==> src/rtl/dmem_arb_pkg.sv <==
// Shared types and constants for the two-port data-memory arbiter.
package dmem_arb_pkg;

   typedef enum logic [1:0] {
      IDLE,
      ACCESS,
      RESP
   } state_t;

   localparam int   DEPTH    = 128;
   localparam int   IDX_W    = $clog2(DEPTH);
   localparam logic PORT_CPU = 1'b0;
   localparam logic PORT_DMA = 1'b1;

endpackage

==> src/rtl/dmem_port_arbiter_rr_arb2.sv <==
// Two-way round-robin pick: a lone requester wins, a tie goes to the port that was not granted last.
module rr_arb2
   import dmem_arb_pkg::*;
(
   input  logic [1:0] req,
   input  logic       last,
   output logic [1:0] win
);

   always_comb begin
      win = req;
      if (req == 2'b11) begin
         win = (last == PORT_CPU) ? 2'b10 : 2'b01;
      end
   end

endmodule

==> src/rtl/dmem_port_arbiter.sv <==
// Shares one word-addressed data memory between the CPU and DMA ports,
// one transaction at a time with a fixed grant -> strobe -> done sequence.
module dmem_port_arbiter
   import dmem_arb_pkg::*;
#(
   parameter int ADDR_W = 32,
   parameter int DATA_W = 32
) (
   input  logic                clk,
   input  logic                rst,
   input  logic [1:0]          req,
   input  logic [1:0]          we,
   input  logic [2*ADDR_W-1:0] addr,
   input  logic [2*DATA_W-1:0] wdata,
   output logic [1:0]          gnt,
   output logic [1:0]          done,
   output logic [DATA_W-1:0]   rdata,
   output logic                err,
   output logic [IDX_W-1:0]    mem_idx,
   output logic [DATA_W-1:0]   mem_wdata,
   output logic                mem_rd,
   output logic                mem_wr,
   input  logic [DATA_W-1:0]   mem_rdata
);

   state_t            state;
   logic              last_grant;
   logic              port_q;
   logic              we_q;
   logic              bad_q;
   logic [ADDR_W-1:0] addr_q;
   logic [DATA_W-1:0] wdata_q;
   logic [1:0]        win;
   logic              win_port;
   logic              bad;

   function automatic logic addr_bad(input logic [ADDR_W-1:0] a);
      logic [ADDR_W-1:0] word;
      word = a >> 2;
      return (a[1:0] != 2'b00) || (word >= ADDR_W'(DEPTH));
   endfunction

   rr_arb2 u_arb (
      .req  (req),
      .last (last_grant),
      .win  (win)
   );

   assign win_port = win[1];
   assign bad      = addr_bad(addr_q);

   always_ff @(posedge clk) begin
      if (rst) begin
         state      <= IDLE;
         last_grant <= PORT_DMA;
      end else begin
         case (state)
            IDLE: begin
               if (|win) begin
                  last_grant <= win_port;
                  state      <= ACCESS;
               end
            end
            ACCESS:  state <= RESP;
            RESP:    state <= IDLE;
            default: state <= IDLE;
         endcase
      end
   end

   // Transaction latches hold data only; outputs are gated by state, so they need no reset.
   always_ff @(posedge clk) begin
      if (state == IDLE && |win) begin
         port_q  <= win_port;
         we_q    <= we[win_port];
         addr_q  <= win_port ? addr[2*ADDR_W-1:ADDR_W] : addr[ADDR_W-1:0];
         wdata_q <= win_port ? wdata[2*DATA_W-1:DATA_W] : wdata[DATA_W-1:0];
      end
      if (state == ACCESS) begin
         bad_q <= bad;
      end
   end

   // Reset masks every output in the same cycle, which is what drops an in-flight write.
   always_comb begin
      gnt       = '0;
      done      = '0;
      rdata     = '0;
      err       = 1'b0;
      mem_idx   = '0;
      mem_wdata = '0;
      mem_rd    = 1'b0;
      mem_wr    = 1'b0;
      if (!rst) begin
         case (state)
            IDLE: gnt = win;
            ACCESS: begin
               mem_idx   = addr_q[IDX_W+1:2];
               mem_wdata = wdata_q;
               mem_rd    = !bad && !we_q;
               mem_wr    = !bad && we_q;
            end
            RESP: begin
               done[port_q] = 1'b1;
               err          = bad_q;
               if (!we_q && !bad_q) begin
                  rdata = mem_rdata;
               end
            end
            default: ;
         endcase
      end
   end

endmodule

==> config.mk <==
export PLATFORM = sky130hd
export DESIGN_NAME = dmem_port_arbiter
export DESIGN_NICKNAME = d
export VERILOG_FILES = /design/src/rtl/dmem_arb_pkg.sv /design/src/rtl/dmem_port_arbiter_rr_arb2.sv /design/src/rtl/dmem_port_arbiter.sv
export SDC_FILE = /design/constraint.sdc
export NUM_CORES = 1
export LEC_CHECK = 0
export CAP_MARGIN = 0
export CELL_PAD_IN_SITES_DETAIL_PLACEMENT = 2
export CELL_PAD_IN_SITES_GLOBAL_PLACEMENT = 2
export CORE_MARGIN = 2
export CORE_UTILIZATION = 21
export CTS_CLUSTER_SIZE = 28
export DETAILED_ROUTE_END_ITERATION = 6
export MAX_ROUTING_LAYER = met4
export PLACE_DENSITY_LB_ADDON = 0.1
export RECOVER_POWER = 25
export SYNTH_ARGS = -nofsm -noshare
export SYNTH_HDL_FRONTEND = slang
export SYNTH_SLANG_ARGS = --single-unit
==> constraint.sdc <==
create_clock -name clk -period 3.2 [get_ports clk]
set_input_delay 0.8 -clock clk [delete_from_list [all_inputs] [get_ports clk]]
set_output_delay 0.8 -clock clk [all_outputs]
set_load 0.02 [all_outputs]
# Yosys cells after proc, flatten, opt, wreduce, memory -nomap -nowiden
# Index checks and enable logic that the tools add are counted.
# classes
n_mux	27
n_lt_le_gt_ge	4
eq_ne	4
n_reduce_logical	13
# ops
cell	count
$mux W32	7
$ge A30 B8 Y1 const B	1
$mux W2	7
$mux W7	2
$mux W1	9
$logic_and A1 B1 Y1	5
$eq A2 B2 Y1 const B	2
$lt A1 B2 Y1 const B	2
$pmux W2 S2	1
$logic_not A1 Y1	3
$eq A2 B1 Y1 const B	1
$logic_not A2 Y1	1
$ne A2 B1 Y1 const B	1
$reduce_and A2 Y1	1
$reduce_bool A2 Y1	1
$reduce_or A2 Y1	1
$demux W1 S1	1
$ge A1 B1 Y1 const B	1
$logic_or A1 B1 Y1	1
# totals
output_inout_bits	78
inputBits	166
reg_bits	70
wordCells	55

# Depth between registers and ports, before layout
# depth
depth_word	6
depth_mapped	4
ltp_nobuf	3

# Hierarchy
# A second synthesis with hierarchy kept.
# unflattened
cells_unflattened	254
area_unflattened_um2	3528.4
# by_module_without_submodules
mod	seq_area_each_um2	area_each_um2	cells_per_inst	instances
dmem_port_arbiter	2072.0	3509.6	251	1
rr_arb2	0.0	18.8	3	1

# Worst setup path after synthesis
# OpenSTA, ideal clock, no wires.
# synth_path
path_kind	input to register
from	input req[1]
to	register addr_q[0], enable pin
required_ns	2.771
setup_slack_ns	0.434
arrival_ns	2.337
stages	1
path_cell_list	o21a_1
# synth_via
elab_chain_cells	4
# synth_lines
element	line_no	source
from (decl)	dmem_port_arbiter.sv:11	input logic [1:0] req,
$eq A2 B2 Y1	dmem_port_arbiter_rr_arb2.sv:12	if (req == 2'b11) begin
$mux W2 *	dmem_port_arbiter_rr_arb2.sv:12	
$reduce_or A2 Y1 *	dmem_port_arbiter.sv:73	if (state == IDLE && |win) begin
$logic_and A1 B1 Y1 *	dmem_port_arbiter.sv:73	
to (signal assigned)	dmem_port_arbiter.sv:76	addr_q <= win_port ? addr[2*ADDR_W-1:ADDR_W] : addr[ADDR_W-1:0];
to (decl)	dmem_port_arbiter.sv:31	logic [ADDR_W-1:0] addr_q;
# Mark *: on every way between the ends. The rest lies on a longest branch, timed or not.
# A chain may end at the register's enable or synchronous reset.

# Final worst setup path
# layout_path
from	input rst
to	output rdata[13]
# layout_via
elab_chain_cells	1
# layout_lines
element	line_no	source
from (decl)	dmem_port_arbiter.sv:10	input logic rst,
$mux W32	dmem_port_arbiter.sv:94	if (!rst) begin
to (decl)	dmem_port_arbiter.sv:17	output logic [DATA_W-1:0] rdata,
# No other way between the ends.

==> results.yml <==
global_routing:
  grt_max_degree: 67
  grt_pass1_vias: 3297
  antenna_found_initial: 0
  grt-ovfl-total: 0
  grt_usage_pct: 14.1
  grt_first_pass_wirelength_um: 18200
worst_setup_path:
  path_depth: 7
  timing.rr.start: "state[1]"
  r2r_end: "addr_q[19]"
  path_common_cell: "buf_12"
  path_buf_inv: 4
  arrival_ns: 2.34
  crit_chain: "dlygate4sd2_1 -> or3b_4 -> nor3_4 -> buf_12 -> buf_12 -> and2_1 -> clkdlybuf4s15_2"
  endpoint_kind: "output pin"
  crit_path_max_incr_delay_ns: 0.42
  critPathMaxFanout: 16
  path_class: "in -> out"
  start_kind: "primary input"
  rrSetupSlack_ns: 0.81
  required_ns: 2.40
  reg2regPathDepth: 3
  cp_top_family: "buffers and inverters"
  slowest_stage: "or3b_4"
routing:
  firstDrtPassIters: 4
  drt_iter0_markers: 101
  routed_wl_um: 12300
  ant_nets: 0
  vias_per_cell: 4.08
  wl_per_cell_um: 16.9
  drc: 0
  num_vias: 2979
yosys:
  synth_area_per_cell_um2: 14.0
  async_flop_share_pct: 0
  yosysWarningCount: 0
  ys_seq_area_share_pct: 58.6
  synth_edf_count: 67
  synth_fp_nets: 418
  synthCells: 252
  netlist_area_um2: 3530
  ys_types: 25
  synth_ff_type: "edfxtp_1"
  synth-seq-cells: 70
placed_design:
  gp_congestion: 0.727
  portBuffers: 243
  dp_hpwl_um: 9580
pwr:
  finalPower_mw: 2.65
  peakVddDrop_uv: 190
  p_per_area_nw_per_um2: 409
  leakage_nw: 2.56
final_layout:
  post-route-util_pct: 39.2
  fillerInstances: 1699
  diodes: 0
  final_cell_mix: "168 x clkdlybuf4s50_1, 72 x and2_1, 67 x edfxtp_1, 65 x mux2_2, 32 x dlygate4sd2_1"
  nets: 672
  drive_gt1_share_pct: 26.4
  syn_to_final_growth_pct: 83.3
  final_common_cell: "clkdlybuf4s50_1"
min_path:
  holdPathEnd: "bad_q"
  min_from: "addr_q[22]"
  whs_path_depth: 1
  hold_class: "reg -> reg"
die:
  row_count: 47
  ios: 244
  die_h_um: 134
  die-area_um2: 17900
  core_area_um2: 16500
  die_w_um: 134
  initial_utilization_pct: 21.4
timing:
  final.min_clock_period_ns: 3.14
  clock.fmax_ghz: 0.318
  rsz0062_at_grt: "no"
  drv_slew: 0
  tightest_slew_ns: 0.875
  slew_headroom_pct: 41.7
  fin_worst_skew_ns: 0.00516
  period_share_pct: 98.2
  setup_viol: 0
  hold_violations: 0
cts:
  cts-root-buf: "clkbuf_16"
  numCtsBuffers: 9
  clock_latency_ns: 0.34
  cts_tree: "yes"
  cts_buffer_depth: 2
  cts_max_level: 3
  clk_pin_slew_worst_paths_ns: 0.06
  cts.sinks: 70
job:
  maxCapViolations: 0
outcome:
  status: "finished clean"
==> cell families (layout without fill, tap and decap cells) <==
| kind of cell | count (synthesis) | after routing | share of synthesized area (%) |
|---|---|---|---|
| muxes | 65 | 65 | 20.7 |
| buffers and inverters | 14 | 273 | 2.09 |
| DFF | 70 | 70 | 58.6 |
| AOI/OAI and AO/OA | 3 | 3 | 0.708 |
| and+or+nand+nor | 100 | 100 | 17.9 |
==> state kept, by name (all words and copies together), names as in the netlist <==
register and flops:
wdata_q 32, bad_q 1, state 2, we_q 1, port_q 1, last_grant 1, addr_q 32
==> metrics by stage <==
stage,instance area [um2],setup WS (ns),hold WS [ns],cells,TNS [ns]
global placement,6320,-0.365,0.554,713,-22.62
floorplan,3530,0.434,0.478,252,0
CTS,6650,0.00199,0.587,731,0
global route,6480,0.00340,0.623,731,0
detailed placement,6320,-0.392,0.573,713,-24.84
finish,6480,0.0564,0.589,731,0
==> cell type report <==
| class | instances | area (um2) | share of cell area (%) |
|---|---|---|---|
| multi-input combinational | 168 | 1420 | 22.0 |
| timing repair buffer | 257 | 2410 | 37.2 |
| clock inverter | 7 | 73.8 | 1.14 |
| sequential | 70 | 2070 | 32.0 |
| clock buffer | 9 | 225 | 3.48 |
| tap | 220 | 275 | 4.25 |
==> metal layers <==
metal | wire, um | vias up | GRT usage [%]
li1 | - | 1423 | -
met1 | 4790 | 1392 | 14.6
met2 | 6310 | 156 | 24.1
met3 | 1140 | 8 | 6.58
met4 | 104 | 0 | 4.02
met5 | 0 | - | -
==> power breakdown <==
group / switching [mW] / internal (mW)
registers: 0.0289 / 1.13
clock network: 0.396 / 0.604
logic: 0.183 / 0.307
==> how the worst max path moves through the flow <==
stage            from    endpoint
4_1_cts           rst   rdata[21]
3_3_place_gp      rst  mem_idx[0]
2_1_floorplan  req[1]   addr_q[0]
6_report          rst   rdata[13]
3_5_place_dp      rst  mem_idx[1]
5_1_grt           rst   rdata[13]
==> synthesized netlist by cell type (3+ instances only) <==
cell	instances	share of area, %
and2_1	73	13
buf_2	5	0.71
buf_4	3	0.64
clkbuf_1	3	0.32
clkbuf_2	3	0.42
dfxtp_1	3	1.7
edfxtp_1	67	57
mux2_2	65	21
nor2_1	5	0.53
nor2b_1	3	0.53
nor4_1	5	0.88
==> timing repair <==
item | in CTS | in global routing
gates resized for setup | 139 | 31
pin swaps | 2 | 0
endpoints found under the setup margin | 76 | 32
setup buffers | 1 | 0
hold buffers | 0 | 0
cloned | 1 | 0
Power figures use the tool's default switching activity.
